<file path="src/rtl/vga_sync_gen.sv">
// vga_sync_gen: VGA timing counters, active-area decode and registered TinyVGA PMOD byte.
// Latency 1 clk from pix_x/pix_y + rgb_in to uo_out; no handshake, ena=0 freezes all state.
module vga_sync_gen #(
  parameter int   H_VISIBLE = 640,
  parameter int   H_FRONT   = 16,
  parameter int   H_SYNC    = 96,
  parameter int   H_BACK    = 48,
  parameter int   V_VISIBLE = 480,
  parameter int   V_FRONT   = 10,
  parameter int   V_SYNC    = 2,
  parameter int   V_BACK    = 33,
  parameter logic HSYNC_POL = 1'b0,
  parameter logic VSYNC_POL = 1'b0,
  parameter int   FRAME_W   = 10
) (
  input  logic               clk,
  input  logic               rst_n,
  input  logic               ena,
  input  logic [5:0]         rgb_in,
  output logic [9:0]         pix_x,
  output logic [9:0]         pix_y,
  output logic               video_active,
  output logic               frame_start,
  output logic [FRAME_W-1:0] frame_cnt,
  output logic [7:0]         uo_out
);

  localparam int H_TOTAL = H_VISIBLE + H_FRONT + H_SYNC + H_BACK;
  localparam int V_TOTAL = V_VISIBLE + V_FRONT + V_SYNC + V_BACK;

  localparam logic [9:0] H_LAST   = 10'(H_TOTAL - 1);
  localparam logic [9:0] V_LAST   = 10'(V_TOTAL - 1);
  localparam logic [9:0] H_VIS    = 10'(H_VISIBLE);
  localparam logic [9:0] V_VIS    = 10'(V_VISIBLE);
  localparam logic [9:0] H_SYNC_S = 10'(H_VISIBLE + H_FRONT);
  localparam logic [9:0] H_SYNC_E = 10'(H_VISIBLE + H_FRONT + H_SYNC);
  localparam logic [9:0] V_SYNC_S = 10'(V_VISIBLE + V_FRONT);
  localparam logic [9:0] V_SYNC_E = 10'(V_VISIBLE + V_FRONT + V_SYNC);

  generate
    if (H_TOTAL > 1024 || V_TOTAL > 1024) begin : g_bad_timing
      $error("vga_sync_gen: H_TOTAL and V_TOTAL must fit the 10-bit counters");
    end
  endgenerate

  logic [9:0]         r_x;
  logic [9:0]         r_y;
  logic [FRAME_W-1:0] r_frame;
  logic [7:0]         r_uo;

  logic       w_x_last;
  logic       w_y_last;
  logic       w_active;
  logic       w_hs;
  logic       w_vs;
  logic [5:0] w_rgb;

  assign w_x_last = (r_x == H_LAST);
  assign w_y_last = (r_y == V_LAST);
  assign w_active = (r_x < H_VIS) && (r_y < V_VIS);

  // vsync depends on the line only, so it spans whole lines including their h-blanking
  assign w_hs  = ((r_x >= H_SYNC_S) && (r_x < H_SYNC_E)) ? HSYNC_POL : ~HSYNC_POL;
  assign w_vs  = ((r_y >= V_SYNC_S) && (r_y < V_SYNC_E)) ? VSYNC_POL : ~VSYNC_POL;
  assign w_rgb = w_active ? rgb_in : 6'd0;

  always_ff @(posedge clk or negedge rst_n) begin
    if (!rst_n) begin
      r_x     <= '0;
      r_y     <= '0;
      r_frame <= '0;
      r_uo    <= {~HSYNC_POL, 3'b000, ~VSYNC_POL, 3'b000};
    end else if (ena) begin
      if (w_x_last) begin
        r_x <= '0;
        if (w_y_last) begin
          r_y     <= '0;
          r_frame <= r_frame + FRAME_W'(1);
        end else begin
          r_y <= r_y + 10'd1;
        end
      end else begin
        r_x <= r_x + 10'd1;
      end
      // PMOD order {hs,B0,G0,R0,vs,B1,G1,R1}; rgb_in is {R1,R0,G1,G0,B1,B0}
      r_uo <= {w_hs, w_rgb[0], w_rgb[2], w_rgb[4], w_vs, w_rgb[1], w_rgb[3], w_rgb[5]};
    end
  end

  assign pix_x        = r_x;
  assign pix_y        = r_y;
  assign video_active = w_active;
  assign frame_start  = (r_x == 10'd0) && (r_y == 10'd0);
  assign frame_cnt    = r_frame;
  assign uo_out       = r_uo;

endmodule
</file>
<file path="config.mk">
export PLATFORM = sky130hd
export DESIGN_NAME = vga_sync_gen
export DESIGN_NICKNAME = d
export VERILOG_FILES = /design/src/rtl/vga_sync_gen.sv
export SDC_FILE = /design/constraint.sdc
export NUM_CORES = 1
export LEC_CHECK = 0
export ABC_AREA = 1
export CORE_ASPECT_RATIO = 1.25
export CORE_MARGIN = 1
export CORE_UTILIZATION = 50
export CTS_CLUSTER_DIAMETER = 50
export DETAILED_ROUTE_END_ITERATION = 6
export GPL_TIMING_DRIVEN = 0
export MAX_ROUTING_LAYER = met4
export PLACE_DENSITY = 0.8
export SLEW_MARGIN = 20
export SYNTH_ARGS = -nofsm -noshare
export SYNTH_HDL_FRONTEND = slang
export SYNTH_SLANG_ARGS = --single-unit
</file>
<file path="constraint.sdc">
create_clock -name clk -period 2 [get_ports clk]
set_input_delay 0.6 -clock clk [delete_from_list [all_inputs] [get_ports clk]]
set_output_delay 0.6 -clock clk [all_outputs]
set_load 0.03 [all_outputs]
</file>
Yosys cells after proc, flatten, opt, wreduce, memory -nomap -nowiden
Index checks and enable logic that the tools add are counted.

Add/subtract/negate cells: 3. Magnitude comparators: 6. Equal/unequal tests: 2. Muxes and demuxes: 5. Reduce and logical (&&, ||, !) cells: 8.

Operators with widths (number): 10-bit by 1-bit adder with 10-bit output (second input constant) (3); 10-bit == test (second input constant) (2); 10-bit logical NOT (2); 10-bit < comparator (second input constant) (2); 10-bit by 9-bit < comparator with 1-bit output (second input constant) (2); 10-bit 2-to-1 mux (2); 10-bit >= comparator (second input constant) (1); 10-bit by 9-bit >= comparator with 1-bit output (second input constant) (1); 6-bit 2-to-1 mux (1); 1-bit logical AND (4); 3-bit AND reduction (1); 1-bit 2-to-1 mux (2); 2-bit AND reduction (1).

Register bits: 38. Input port bits: 9.

Longest topological paths before layout
Word-level depth: 3. Mapped depth: 9.

Worst setup path after synthesis
Ideal clock, no wire load.

Path kind: reg-to-output. Start point: register r_y[5] (netlist: pix_y[5]). End point: output port frame_start. Arrival: 1.891 ns. Setup slack: -0.491 ns. Cell stages (with the launch flop): 5. Buffers on the path: 1. Cell sequence: dfrtp_1 -> buf_2 -> nor2_2 -> nand2_1 -> nor4_1.

Cells in the longest elaborated chain, start to end: 2.

Ends and longest elaborated chain: from (decl) (RTL line 47) `logic [9:0] r_y;`; from (signal assigned) (RTL line 80) `r_y <= r_y + 10'd1;`; 10-bit logical NOT (RTL line 93) `assign frame_start = (r_x == 10'd0) && (r_y == 10'd0);`; 1-bit logical AND (RTL line 93); to (decl) (RTL line 23) `output logic frame_start,`.

Every way passes these cells.

Worst setup path after layout
Start point: register r_y[0] (netlist: pix_y[0]). End point: output port frame_start.

The elaborated chain is that of the path after synthesis.

==> flow_results.org <==
** Pwr
- Post-route total power :: 2590 uW
- In this run the power density over the cells is 888 nW/um^2.
- Static leakage power :: 0.00152 uW
- IR drop worst, VDD :: 0.570 mV

** Synth
- Multiplexer cells account for 0.462% of the synthesized area.
- A synthesized cell averages 7.63 sq um.
- Cell with the most instances after synthesis :: sky130_fd_sc_hd__nand2_1
- The cell area that synthesis handed to floorplanning was 2170 sq um.
- Area share of the largest cell type after synthesis :: 41.6%
- Simple-gate area share of the yosys netlist :: 32.9%
- Counting every net in the synthesized netlist gives 298.
- The biggest area contributor in the post-synthesis netlist is sky130_fd_sc_hd__dfrtp_1.
- Synthesized flop and latch total :: 38
- Largest cells by area after synthesis :: sky130_fd_sc_hd__dfrtp_1 42%, sky130_fd_sc_hd__nand2_1 17%, sky130_fd_sc_hd__inv_1 6.1%, sky130_fd_sc_hd__xor2_1 4.4%, sky130_fd_sc_hd__o21ai_0 4.4%
- Sorting the synthesized cells by how often they occur yields 96 x sky130_fd_sc_hd__nand2_1, 36 x sky130_fd_sc_hd__dfrtp_1, 35 x sky130_fd_sc_hd__inv_1, 19 x sky130_fd_sc_hd__nor2_1, 19 x sky130_fd_sc_hd__o21ai_0.
- Post-synthesis xor/xnor area fraction :: 4.85%
- Yosys printed 0 warnings.
- Portion of the post-synthesis area used by sequential elements :: 44.0%
- The synthesized netlist devotes 2.89% of its cell area to adder and majority cells.
- Counting every instance in the synthesized netlist gives 284.
- The synthesized netlist devotes 6.41% of its cell area to compound gates.
- Combinational family with the most area after synthesis :: simple AND/OR/NAND/NOR gates
- Counting flops with an async set or reset pin after synthesis yields a share of 100%.
- Among all flip-flop cells after synthesis, the most frequent one is sky130_fd_sc_hd__dfrtp_1.
- Number of enable flip-flop cells after synthesis :: 0
- In this run, distinct cell masters in the synthesized netlist total 33.

** CTS
- The longest clock path from root to sink contains 2 buffers.
- The H-tree was split into 2 levels.
- In this run, CTS created clock tree buffers numbering 5.
- Clock-pin slew on the worst setup and hold paths :: 0.08 ns
- In this run, post-CTS hold repair placed 0 buffers.
- At the later pin of the worst-skew pair, clock insertion delay measures 0.29 ns.
- Clock tree synthesis found a total of 38 sinks.
- Root buffer selected by CTS :: sky130_fd_sc_hd__clkbuf_8
- TritonCTS built the clock tree.

** Route
- After detailed routing, the number of remaining DRC violations is 0.
- The routed design has 5.00 mm of wire.
- For this run, the detailed router's first-pass iteration total came to 4.
- Number of vias after detailed routing :: 2022
- Vias per inst :: 5.04
- Number of antenna-violating nets in the routed design :: 0
- Drt first-iter violations :: 96
- Routed len/inst :: 12.5 um

** STA
- Counting I/O delays and the setup requirement, the final critical path takes 2.14 ns.
- Final clock period utilization by the worst path :: 107%
- Setup violations remaining at the end of the flow were counted as 1.
- Least-Margin Pin Slew :: 0.432 ns
- Worst clock skew on the final layout :: 0.00562 ns
- Setup repair after global routing missed its margin :: yes
- Relative max-transition margin :: 71.2%
- Slew Limit Fails :: 0
- Achievable frequency :: 0.468 GHz
- The count of endpoints failing hold in the final timing report came to 0.
- Setup tns final :: -0.136 ns
- Final worst-path setup slack :: -0.136 ns

** Flow run
- MaxCap Viol Count :: 0

** Place
- The placed instances occupy a cell area of 2740 sq um.
- Estimated wirelength of the detail-placed design :: 3.60 mm
- GPL Wtd Cong :: 0.883
- Input and output buffers added on the ports amount to 47.

** Floorplan
- The floorplan step set the die height to 75.6 um.
- Total I/O pin count :: 49
- The initialized floorplan defines 26 standard-cell rows.
- Once the floorplan was initialized, standard cells occupied 52.5% of the core.
- Die width :: 60.9 um
- The floorplan step defined a die boundary enclosing 4600 sq um.
- Area of the core :: 4130 sq um

** Hold path
- Worst min path class :: input port to asynchronous set/reset pin

** Global route
- Overflow left after global routing :: 0
- Aggregate global-route resource usage :: 24.0%
- First-pass GRT wire length :: 7.82 mm
- The initial antenna violation count came to 0.
- Top Usage Layer GRT :: met2
- For this run, global-route usage on met1 was measured as 27.5%.
- Global routing used 5.26% of the available met3 tracks.
- Entering global routing, the biggest net connects 28 pins.
- Number of global-route vias before repair :: 1781
- Fraction of met2 tracks used by global routing :: 40.5%

** Worst setup path
- Endpoint kind of the worst setup timing path :: primary output
- Critical path data arrival time :: 1.54 ns
- Required time reported for the critical path endpoint :: 1.40 ns
- Critical path class :: flop to primary output
- Worst Path Max Fanout :: 3
- STA classifies the critical path startpoint as a flop.

** Cells and area
- Layout cells sized above 1 :: 14.2%
- 0 antenna diodes ended up in the layout.
- Layout net count :: 358
- Area added between synthesis and finish :: 34.7%
- The finished cells cover 2920 sq um.

** Status
- The final reports fail on negative setup slack.
- Run status :: finished, violations left
## worst max-delay path, stage by stage (launching register included)
cell	delay [ns]
sky130_fd_sc_hd__dfrtp_1	0.40
sky130_fd_sc_hd__inv_2	0.10
sky130_fd_sc_hd__ha_4	0.14
sky130_fd_sc_hd__nand2_2	0.05
sky130_fd_sc_hd__nor2_1	0.09
sky130_fd_sc_hd__nand3_1	0.11
sky130_fd_sc_hd__nor4_4	0.19
sky130_fd_sc_hd__buf_6	0.17
## where the power goes
group,internal [uW],total (uW),switching (uW)
sequential,891,1030,137
combinational,347,950,603
clock,348,615,267
total,1590,2590,1010
## per-stage QoR
step	hold WS [ns]	cells	setup WS, ns	utilization, %
after floorplan	0.304	284	-0.0204	-
after global placement	0.467	387	-0.579	65.9
after detailed placement	0.474	388	-0.538	66.3
after CTS	0.186	400	-0.161	69.9
after global routing	0.199	401	-0.280	70.7
final	0.188	401	-0.136	70.7
## layout by cell type (no fill, tap or decap), types with 6 or more instances in the layout
cell type                         count
sky130_fd_sc_hd__dlygate4sd2_1       23
sky130_fd_sc_hd__dfrtp_1             35
sky130_fd_sc_hd__buf_4                7
sky130_fd_sc_hd__inv_1               32
sky130_fd_sc_hd__nand3_1             14
sky130_fd_sc_hd__nor2_1              18
sky130_fd_sc_hd__dlymetal6s2s_1       6
sky130_fd_sc_hd__nand2_1             94
sky130_fd_sc_hd__o21ai_0             18
sky130_fd_sc_hd__clkdlybuf4s50_1     15
sky130_fd_sc_hd__nor3_1               7
sky130_fd_sc_hd__nand4_1              7
sky130_fd_sc_hd__clkbuf_8             8
sky130_fd_sc_hd__xor2_1              11
## final timing paths
path | start | end | slack (ns) | cells after the start
setup / recovery | pix_y[0] | frame_start | -0.14 | 7
hold / removal | rst_n | pix_y[5] | 0.19 | 1
max in group asynchronous | rst_n | uo_out[3] | 1.29 | 2
min in group clk | uo_out[6] | uo_out[6] | 0.49 | 2
hold reg to reg | uo_out[6] | uo_out[6] | 0.49 | 2
setup reg to reg | pix_x[0] | frame_cnt[0] | 0.26 | 10
## registers in the layout (all words and copies together) (netlist names)
signal     flops
frame_cnt     10
pix_x         10
pix_y         10
uo_out         8
## layout make-up
class	count	area (sq um)
fill	353	1210
inverter	37	139
clock buffer	8	110
buffer	7	51.3
timing repair buffer	53	508
multi-input combinational	202	1090
tap	56	70.1
sequential	38	955
## cell families (layout without fill, tap and decap cells)
kind of cell | Yosys count | in the layout
DFF | 38 | 38
and+or+nand+nor | 158 | 158
buffers and inverters | 44 | 105
muxes | 1 | 1
AOI/OAI and AO/OA | 26 | 26
adders and majority gates | 5 | 5
xor gates and xnor gates | 12 | 12
## routing by layer
layer  share of wire, %  up-vias
li1                   -     1017
met2                 51       51
met1                 43      948
met5                  0        -
met4                1.9        0
met3                4.4        6
## timing repair
| item | in CTS | in global routing |
|---|---|---|
| resized for setup | 46 | 12 |
| setup endpoints to repair | 23 | 8 |
| endpoints found under the hold margin | 0 | 0 |
| pin swaps | 0 | 1 |
| setup buffers | 4 | 1 |
Power figures use the tool's default switching activity.
